**src/rtl/fifo_sched_pkg.sv**
```systemverilog
`default_nettype none
// ============================================================================
// Module   : fifo_sched_pkg
// Purpose  : Shared types and helpers for the FIFO read-side scheduler.
// Revision : 1.0 - initial release
// ============================================================================
package fifo_sched_pkg;

  typedef enum logic [1:0] {
    IDLE = 2'd0,
    XFER = 2'd1,
    DROP = 2'd2
  } state_e;

  localparam logic SCHED_SP = 1'b0;
  localparam logic SCHED_RR = 1'b1;

  function automatic int clog2(input int n);
    int r;
    r = 0;
    while ((1 << r) < n) r++;
    return r;
  endfunction

endpackage
`default_nettype wire

```
**src/rtl/fifo_rr_arb.sv**
```systemverilog
`default_nettype none
// ============================================================================
// Module   : fifo_rr_arb
// Purpose  : Strict-priority / round-robin arbiter with its own RR pointer.
// Revision : 1.0 - initial release
// ============================================================================
module fifo_rr_arb
  import fifo_sched_pkg::*;
#(
  parameter int NUM_Q = 4,
  parameter int IDX_W = clog2(NUM_Q)
) (
  input  logic             clk_i,
  input  logic             rst_i,
  input  logic [NUM_Q-1:0] req_i,
  input  logic             mode_i,
  input  logic             gnt_en_i,
  output logic [NUM_Q-1:0] gnt_o,
  output logic [IDX_W-1:0] idx_o,
  output logic             valid_o
);

  logic [IDX_W-1:0] ptr_q, ptr_d;
  logic [IDX_W-1:0] sp_idx;
  logic [IDX_W-1:0] rr_idx;
  logic [IDX_W:0]   rr_j;

  always_comb begin
    sp_idx = '0;
    for (int i = NUM_Q - 1; i >= 0; i--) begin
      if (req_i[i]) sp_idx = IDX_W'(i);
    end
  end

  // Scan offsets from far to near so the first requester after the pointer wins.
  always_comb begin
    rr_idx = '0;
    rr_j   = '0;
    for (int k = NUM_Q; k >= 1; k--) begin
      rr_j = {1'b0, ptr_q} + (IDX_W+1)'(k);
      if (rr_j >= (IDX_W+1)'(NUM_Q)) rr_j = rr_j - (IDX_W+1)'(NUM_Q);
      if (req_i[rr_j[IDX_W-1:0]]) rr_idx = rr_j[IDX_W-1:0];
    end
  end

  assign valid_o = |req_i;
  assign idx_o   = (mode_i == SCHED_RR) ? rr_idx : sp_idx;
  assign gnt_o   = valid_o ? (NUM_Q'(1) << idx_o) : '0;

  always_comb begin
    ptr_d = ptr_q;
    if (gnt_en_i && valid_o) ptr_d = idx_o;
  end

  always_ff @(posedge clk_i) begin
    if (rst_i) ptr_q <= IDX_W'(NUM_Q - 1);
    else       ptr_q <= ptr_d;
  end

endmodule
`default_nettype wire

```
**src/rtl/fifo_rd_sched.sv**
```systemverilog
`default_nettype none
// ============================================================================
// Module   : fifo_rd_sched
// Purpose  : Picks one eligible queue and drains one frame into a registered
//            valid/ready stream, truncating frames longer than MAX_BEATS.
// Revision : 1.0 - initial release
// ============================================================================
module fifo_rd_sched
  import fifo_sched_pkg::*;
#(
  parameter int NUM_Q      = 4,
  parameter int DATA_WIDTH = 8,
  parameter int MAX_BEATS  = 1536,
  parameter int CNT_WIDTH  = 11
) (
  input  logic                            clk_i,
  input  logic                            rst_i,
  input  logic                            sched_mode_i,
  input  logic [NUM_Q-1:0]                q_en_i,
  input  logic [NUM_Q-1:0]                q_empty_i,
  input  logic [NUM_Q*(DATA_WIDTH+1)-1:0] q_rdata_i,
  output logic [NUM_Q-1:0]                q_rd_en_o,
  output logic [DATA_WIDTH-1:0]           m_data_o,
  output logic                            m_eop_o,
  output logic                            m_valid_o,
  input  logic                            m_ready_i,
  output logic [NUM_Q-1:0]                grant_o,
  output logic                            busy_o,
  output logic                            trunc_err_o
);

  localparam int IDX_W  = clog2(NUM_Q);
  localparam int WORD_W = DATA_WIDTH + 1;
  localparam logic [CNT_WIDTH-1:0] LAST_BEAT = CNT_WIDTH'(MAX_BEATS);

  state_e                state_q, state_d;
  logic [NUM_Q-1:0]      grant_q, grant_d;
  logic [IDX_W-1:0]      gidx_q, gidx_d;
  logic [DATA_WIDTH-1:0] data_q, data_d;
  logic                  eop_q, eop_d;
  logic                  valid_q, valid_d;
  logic                  trunc_q, trunc_d;
  logic [CNT_WIDTH-1:0]  beat_q, beat_d;

  logic [WORD_W-1:0]     head [NUM_Q];
  logic [NUM_Q-1:0]      elig;
  logic [NUM_Q-1:0]      arb_gnt;
  logic [IDX_W-1:0]      arb_idx;
  logic                  arb_valid;
  logic                  arb_en;
  logic                  head_empty;
  logic                  head_eop;
  logic                  pop;
  logic                  trunc_hit;
  logic [CNT_WIDTH-1:0]  beat_inc;

  for (genvar k = 0; k < NUM_Q; k++) begin : g_head
    assign head[k] = q_rdata_i[k*WORD_W +: WORD_W];
  end

  assign elig   = q_en_i & ~q_empty_i;
  assign arb_en = (state_q == IDLE) && !rst_i;

  fifo_rr_arb #(
    .NUM_Q (NUM_Q),
    .IDX_W (IDX_W)
  ) u_arb (
    .clk_i    (clk_i),
    .rst_i    (rst_i),
    .req_i    (elig),
    .mode_i   (sched_mode_i),
    .gnt_en_i (arb_en),
    .gnt_o    (arb_gnt),
    .idx_o    (arb_idx),
    .valid_o  (arb_valid)
  );

  assign head_empty = q_empty_i[gidx_q];
  assign head_eop   = head[gidx_q][DATA_WIDTH];
  assign beat_inc   = beat_q + 1'b1;
  assign trunc_hit  = !head_eop && (beat_inc == LAST_BEAT);

  // Pop is suppressed while reset is sampled so an abandoned frame stays intact.
  always_comb begin
    pop = 1'b0;
    if (!rst_i) begin
      case (state_q)
        XFER:    pop = !head_empty && (!valid_q || m_ready_i);
        DROP:    pop = !head_empty;
        default: pop = 1'b0;
      endcase
    end
  end

  always_ff @(posedge clk_i) begin
    if (rst_i) state_q <= IDLE;
    else       state_q <= state_d;
  end

  always_comb begin
    state_d = state_q;
    case (state_q)
      IDLE: if (arb_valid) state_d = XFER;
      XFER: begin
        if (pop && head_eop)       state_d = IDLE;
        else if (pop && trunc_hit) state_d = DROP;
      end
      DROP: if (pop && head_eop) state_d = IDLE;
      default: state_d = IDLE;
    endcase
  end

  always_comb begin
    grant_d = grant_q;
    gidx_d  = gidx_q;
    data_d  = data_q;
    eop_d   = eop_q;
    valid_d = valid_q;
    beat_d  = beat_q;
    trunc_d = 1'b0;
    if (valid_q && m_ready_i) valid_d = 1'b0;
    case (state_q)
      IDLE: begin
        if (arb_valid) begin
          grant_d = arb_gnt;
          gidx_d  = arb_idx;
        end
      end
      XFER: begin
        if (pop) begin
          data_d  = head[gidx_q][DATA_WIDTH-1:0];
          eop_d   = head_eop || trunc_hit;
          valid_d = 1'b1;
          beat_d  = beat_inc;
          trunc_d = trunc_hit;
          if (head_eop) begin
            grant_d = '0;
            beat_d  = '0;
          end
        end
      end
      DROP: begin
        if (pop && head_eop) begin
          grant_d = '0;
          beat_d  = '0;
        end
      end
      default: grant_d = '0;
    endcase
  end

  always_ff @(posedge clk_i) begin
    if (rst_i) begin
      grant_q <= '0;
      gidx_q  <= '0;
      data_q  <= '0;
      eop_q   <= 1'b0;
      valid_q <= 1'b0;
      trunc_q <= 1'b0;
      beat_q  <= '0;
    end else begin
      grant_q <= grant_d;
      gidx_q  <= gidx_d;
      data_q  <= data_d;
      eop_q   <= eop_d;
      valid_q <= valid_d;
      trunc_q <= trunc_d;
      beat_q  <= beat_d;
    end
  end

  assign q_rd_en_o   = grant_q & {NUM_Q{pop}};
  assign m_data_o    = data_q;
  assign m_eop_o     = eop_q;
  assign m_valid_o   = valid_q;
  assign grant_o     = grant_q;
  assign busy_o      = (state_q != IDLE);
  assign trunc_err_o = trunc_q;

endmodule
`default_nettype wire

```
**config.mk**
```make
export PLATFORM = sky130hd
export DESIGN_NAME = fifo_rd_sched
export DESIGN_NICKNAME = d
export VERILOG_FILES = /design/src/rtl/fifo_sched_pkg.sv /design/src/rtl/fifo_rr_arb.sv /design/src/rtl/fifo_rd_sched.sv
export SDC_FILE = /design/constraint.sdc
export NUM_CORES = 1
export LEC_CHECK = 0
export ABC_AREA = 0
export CAP_MARGIN = 25
export CORE_MARGIN = 2
export CORE_UTILIZATION = 35
export DETAILED_ROUTE_END_ITERATION = 8
export PLACE_DENSITY = 0.63
export SYNTH_ARGS = -nofsm -noshare
export SYNTH_HDL_FRONTEND = slang
export SYNTH_HIERARCHICAL = 1
export SYNTH_SLANG_ARGS = --single-unit
```
**constraint.sdc**
```tcl
create_clock -name clk_i -period 2 [get_ports clk_i]
set_input_delay 0.4 -clock clk_i [delete_from_list [all_inputs] [get_ports clk_i]]
set_output_delay 0.4 -clock clk_i [all_outputs]
set_load 0.01 [all_outputs]
```
Word-level counts from Yosys, hierarchy flattened
Cells that the tools add are included.
{"block": "classes", "n_shift": 1, "n_reduce_logical": 23, "n_eq_ne": 8, "bitwise": 6, "order_cmp": 10, "add_sub_neg": 9, "mux": 45}
{"operator": "2-bit 2-to-1 mux", "count": 17}
{"operator": "11-bit 2-to-1 mux", "count": 3}
{"operator": "11-bit one-hot mux with 2 select lines", "count": 1}
{"operator": "9-bit binary-select mux with 2-bit select", "count": 1}
{"operator": "9-bit 2-to-1 mux", "count": 2}
{"operator": "4-bit 2-to-1 mux", "count": 4}
{"operator": "3-bit >= comparator, second input constant", "count": 5}
{"operator": "2-bit by 3-bit less-than comparator with 1-bit output, second input constant", "count": 5}
{"operator": "4-bit one-hot mux with 3 select lines", "count": 1}
{"operator": "11-bit by 1-bit adder with 11-bit output, second input constant", "count": 1}
{"operator": "11-bit equality test, second input constant", "count": 1}
{"operator": "1-bit binary-select mux with 2-bit select", "count": 5}
{"operator": "1-bit 2-to-1 mux", "count": 9}
{"operator": "4-bit AND", "count": 2}
{"operator": "2-bit by 1-bit subtractor with 2-bit output, second input constant", "count": 4}
{"operator": "1-bit logical AND", "count": 7}
{"operator": "2-bit by 2-bit adder with 3-bit output, second input constant", "count": 2}
{"operator": "2-bit != test, second input constant", "count": 3}
{"operator": "2-bit one-hot mux with 3 select lines", "count": 1}
{"operator": "3-bit AND reduction", "count": 2}
{"operator": "1-bit logical NOT", "count": 4}
{"operator": "4-bit NOT", "count": 1}
{"operator": "2-bit AND reduction", "count": 2}
{"operator": "4-bit AND reduction", "count": 1}
{"operator": "15 further kinds", "count": 18}
{"block": "word_totals", "inputBits": 48, "output_inout_bits": 20, "register_bits": 32, "word_cells": 111}

Depth between registers and ports, before layout
{"block": "depth", "word_depth": 13, "mapped_depth": 10, "depth_no_buf": 8}

Cells and area by module
Netlist, hierarchy kept.
{"mod": "fifo_rd_sched", "instances": 1, "area_each_um2": 1870.5, "cells_per_inst": 213, "seq_area_each_um2": 600.6}
{"mod": "fifo_rr_arb", "instances": 1, "area_each_um2": 355.3, "cells_per_inst": 49, "seq_area_each_um2": 40.0}

Worst setup path before layout
OpenSTA, ideal clock, no wires.
{"block": "synth_path", "kind": "input to register", "startpoint": "input q_en_i[2]", "endpoint": "register grant_q[0] (netlist: grant_o[0])", "n_path_buf": 1, "arrival_time_ns": 1.991, "t_required_ns": 1.930, "setup_ns": 0.070, "path_stages": 9, "slack_ns": -0.060, "cell_sequence": "nor2b_1 -> nor4b_4 -> a31oi_1 -> and4_1 -> or3_1 -> buf_2 -> nor3b_2 -> nand2_1 -> a21oi_1"}
{"block": "synth_via", "elab_chain_len": 11, "elab_cells_between_ends": 23, "cone_classes": "eq/ne: 1; shift: 1; mux: 18; bitwise: 1; reduce/logical: 2"}
{"item": "start: declaration", "line": "fifo_rd_sched.sv:19", "text": "input logic [NUM_Q-1:0] q_en_i,"}
{"item": "4-bit AND *", "line": "fifo_rd_sched.sv:61", "text": "assign elig = q_en_i & ~q_empty_i;"}
{"item": "1-bit binary-select mux with 2-bit select", "line": "fifo_rr_arb.sv:42", "text": "if (req_i[rr_j[IDX_W-1:0]]) rr_idx = rr_j[IDX_W-1:0];"}
{"item": "1-bit 2-to-1 mux (not written as such)", "line": "fifo_rr_arb.sv:42"}
{"item": "2-bit 2-to-1 mux (4 in a row)", "line": "fifo_rr_arb.sv:42"}
{"item": "2-bit 2-to-1 mux *", "line": "fifo_rr_arb.sv:47", "text": "assign idx_o = (mode_i == SCHED_RR) ? rr_idx : sp_idx;"}
{"item": "net arb_idx[0]", "line": "fifo_rd_sched.sv:48", "text": "logic [IDX_W-1:0] arb_idx;"}
{"item": "1-bit by 2-bit left shift with 4-bit output *", "line": "fifo_rr_arb.sv:48", "text": "assign gnt_o = valid_o ? (NUM_Q'(1) << idx_o) : '0;"}
{"item": "net arb_gnt[0]", "line": "fifo_rd_sched.sv:47", "text": "logic [NUM_Q-1:0] arb_gnt;"}
{"item": "4-bit 2-to-1 mux *", "line": "fifo_rd_sched.sv:124", "text": "if (arb_valid) begin"}
{"item": "4-bit one-hot mux with 3 select lines *", "line": "fifo_rd_sched.sv:122", "text": "case (state_q)"}
{"item": "end signal: assignment", "line": "fifo_rd_sched.sv:162", "text": "grant_q <= grant_d;"}
{"item": "end: declaration", "line": "fifo_rd_sched.sv:37", "text": "logic [NUM_Q-1:0] grant_q, grant_d;"}
The timed path passes the listed nets; every way through them passes the cells marked *. The select of a mux whose other input is x is not followed.
A chain may end at the register's enable or synchronous reset.

Worst setup path in the final report
{"block": "layout_path", "startpoint": "input q_empty_i[3]", "endpoint": "output q_rd_en_o[0]"}
{"block": "layout_via", "elab_chain_len": 7}
{"item": "start: declaration", "line": "fifo_rd_sched.sv:20", "text": "input logic [NUM_Q-1:0] q_empty_i,"}
{"item": "1-bit binary-select mux with 2-bit select *", "line": "fifo_rd_sched.sv:78", "text": "assign head_empty = q_empty_i[gidx_q];"}
{"item": "1-bit 2-to-1 mux (not written as such) *", "line": "fifo_rd_sched.sv:78"}
{"item": "1-bit logical NOT *", "line": "fifo_rd_sched.sv:88, fifo_rd_sched.sv:89"}
{"item": "1-bit logical AND", "line": "fifo_rd_sched.sv:88", "text": "XFER: pop = !head_empty && (!valid_q || m_ready_i);"}
{"item": "1-bit one-hot mux with 2 select lines *", "line": "fifo_rd_sched.sv:87", "text": "case (state_q)"}
{"item": "1-bit 2-to-1 mux *", "line": "fifo_rd_sched.sv:86", "text": "if (!rst_i) begin"}
{"item": "4-bit AND *", "line": "fifo_rd_sched.sv:172", "text": "assign q_rd_en_o = grant_q & {NUM_Q{pop}};"}
{"item": "end: declaration", "line": "fifo_rd_sched.sv:22", "text": "output logic [NUM_Q-1:0] q_rd_en_o,"}
Every way passes the cells marked *; elsewhere a longest branch is shown, timed or not. The select of a mux whose other input is x is not followed.

==> metrics.yaml <==
synth:
  synth_top_family_by_area: "simple AND/OR/NAND/NOR gates"
  synth_xor_area_share_pct: 0.7870
  yosysTopAreaCell: "dfxtp_1"
  synth_edf_count: 0
  ys_ff_latch: 32
  synth_cell_types: 56
  synth_ff_type: "dfxtp_1"
  synth-compound-area-share_pct: 18.27
  synth_area_leaders: "dfxtp_1, mux4_1, a21oi_1"
  async_reset_ff_share_pct: 0
  synth_top_area_share_pct: 28.78
  synth_nets: 316
  synth_fa_ha_area_share_pct: 3.373
  synthSimpleGateAreaFrac_pct: 29.45
  syn_area_um2: 2226
  yosys_warnings: 6
  syn_avg_cell_area_um2: 8.496
  synth_mux_area_share_pct: 12.59
  netlist_instances: 262
  yosysSeqAreaShare_pct: 28.78
worst_setup_path:
  cp.arrival_ns: 1.67
  endpoint_kind: "output pin"
  path_cells: "dlygate4sd2_1 > mux4_2 > inv_2 > and3_4 > and2_1 > buf_2"
  start_kind: "input port"
  cp_max_fo: 5
  crit_family: "multiplexers"
  critPathSlowestCell: "mux4_2"
  max_stage_delay_ns: 0.50
  critPathKind: "in -> out"
  path_buf_inv: 3
  cp_data_required_time_ns: 1.60
timing:
  max_slew_margin_pct: 72.73
  slew_violations: 0
  min_period_over_period_pct: 103.6
  skew_ns: 0.007538
  tightestPinTransition_ns: 0.4091
  setup_viol: 4
  fmax_mhz: 482.9
  rsz0062_at_grt: "yes"
  worst_slack_ns: -0.07101
  min_period_ns: 2.071
  hold_viol: 0
power_and_ir_drop:
  power_leakage_nw: 1.408
  ir_drop_mv: 0.3204
  p_per_area_nw_per_um2: 614.5
floorplan:
  die_area_um2: 7013
  die_h_um: 83.75
  core_um2: 6241
  io-pin-count: 68
  rows: 29
  initial_core_util_pct: 35.67
  die_w_um: 83.75
cts:
  clk_pin_slew_ns: 0.07
  clock_latency_ns: 0.28
  cts_htree_levels: 2
  cts.path.max_buffers: 2
  cts_tree: "yes"
  cts_hold_buffers: 0
  cts_buffers: 5
  clock_sinks: 32
  clk_root_buffer_cell: "clkbuf_8"
placement:
  port_buffers: 67
  pre_cts_ws_ns: -0.7884
  dpl.hpwl_um: 4185
  gp_congestion: 0.8052
global_route:
  grt_start_max_net_pins: 30
  track_usage_pct: 16.76
  gr-total-overflow: 0
  antenna_found_initial: 0
  grt_pass1_wl_um: 9722
  grt_pass1_vias: 2144
route:
  wirelength_um: 5698
  ant_nets: 0
  vias: 2248
  avgRoutedWirePerCell_um: 12.80
  dr.pass1.iters: 4
  viasPerCell: 5.052
  drcViolationCount: 0
  drt_iter0_drc: 65
finish:
  nNetsFinal: 421
  multiInputGateArea_um2: 1605
  antenna_cells: 0
  final_core_util_pct: 56.50
  synthToLayoutAreaGrowth_pct: 58.40
  regArea_um2: 646.9
  n_fill_cell: 566
  drive_gt1_share_pct: 30.16
outcome:
  outcome: "complete, but fails checks"
  violations: "negative setup slack"
job:
  maxCapViolCount: 0
min_path:
  hp-class: "reg -> reg"
report_power, final:
part / switching (mW) / internal (mW)
Clock: 0.245 / 0.280
Sequential: 0.0593 / 0.697
Combinational: 0.384 / 0.502
Total: 0.688 / 1.48
synthesized netlist by cell type, types with 2 or more instances:
cell type   n
buf_4       3
mux4_1      9
and3_1      5
inv_1       8
clkbuf_2    3
and2b_2     3
ha_1        6
dfxtp_1    32
a21oi_1    29
nor2_1     24
o211ai_1    2
clkbuf_1    3
a31oi_1     5
nor2_2      2
buf_2       3
nor3b_1     3
or4_1       2
nand2b_1    5
and2_1      8
or3_1       3
o21ai_0    12
nand3_1     9
nor2b_1     5
a311oi_1    3
nand2_1    33
nor3_1      5
buf_6       5
or2_2       2
nand3b_1    3
final timing paths:
path / slack [ns] / depth (start not counted) / start / endpoint
worst max-delay path: -0.07 / 6 / q_empty_i[3] / q_rd_en_o[0]
worst min-delay path: 0.45 / 2 / m_data_o[2] / m_data_o[2]
worst max register to register: 0.05 / 8 / gidx_q[0] / beat_q[6]
worst min register to register: 0.45 / 2 / m_data_o[2] / m_data_o[2]
final cells by class:
class / count / area share, %
inverter: 8 / 0.8517
sequential: 32 / 18.35
tap: 77 / 2.732
clock buffer: 7 / 2.449
timing repair buffer: 115 / 29.88
multi-input combinational: 205 / 45.53
clock inverter: 1 / 0.2129
worst reg2reg max path, delay by kind of cell (launching register included):
family / cells / cell delay, ns
and+or+nand+nor: 2 / 0.30
AOI/OAI and AO/OA: 3 / 0.39
muxes: 1 / 0.55
DFF: 1 / 0.35
buffers and inverters: 2 / 0.28
layout by cell type (no fill, tap or decap), drive strengths merged, types with 2 or more instances in the layout:
cell type / count
buf: 52
clkdlybuf4s50: 51
nand2: 33
dfxtp: 32
a21oi: 29
nor2: 26
o21ai: 13
mux4: 10
nand3: 9
and2: 9
inv: 8
clkbuf: 7
dlygate4sd2: 6
ha: 6
nor2b: 5
a31oi: 5
nand2b: 5
and3: 5
nor3: 5
dlymetal6s2s: 4
or3: 4
nor3b: 4
and2b: 3
nand3b: 3
a311oi: 3
or2: 2
or4: 2
clkdlybuf4s15: 2
o211ai: 2
a21o: 2
nand4: 2
a22oi: 2
state kept, by name, summed over array words and instances, names as in the netlist:
signal,count
m_data_o,8
gidx_q,2
state_q,2
trunc_err_o,1
beat_q,11
m_eop_o,1
grant_o,4
u_arb/ptr_q,2
m_valid_o,1
routing by layer:
metal | global-route usage (%) | wire (µm) | up-vias
met3 | 4.055 | 229 | 5
met4 | 3.959 | 47 | 0
met1 | 20.67 | 2411 | 1034
met2 | 29.45 | 3010 | 48
li1 | - | - | 1161
met5 | 0 | 0 | -
per-stage QoR:
step	cell area (µm²)	TNS [ns]	power [mW]	hold slack, ns	std cells
finish	3526	-0.2697	2.167	0.4527	445
global placement	3213	-14.40	1.546	0.4416	432
floorplan	2231	0	1.178	0.4608	262
global route	3526	-0.6427	2.298	0.4788	445
CTS	3401	-0.3310	2.139	0.4573	444
detailed placement	3213	-15.60	1.556	0.4472	432
logic make-up after synthesis:
logic type      count (synthesis)
flops                          32
compound gates                 64
fa+ha+maj                       6
mux                            12
simple gates                  121
buf+inv                        25
xor+xnor                        2
what timing repair did:
| item | 4_1_cts | 5_1_grt |
|---|---|---|
| setup endpoints to repair | 34 | 19 |
| buffers inserted | 4 | 1 |
| pin swaps | 15 | 12 |
| endpoints found under the hold margin | 0 | 0 |
| gates resized for setup | 51 | 33 |
Note: power is estimated with default switching activity, not from simulation.
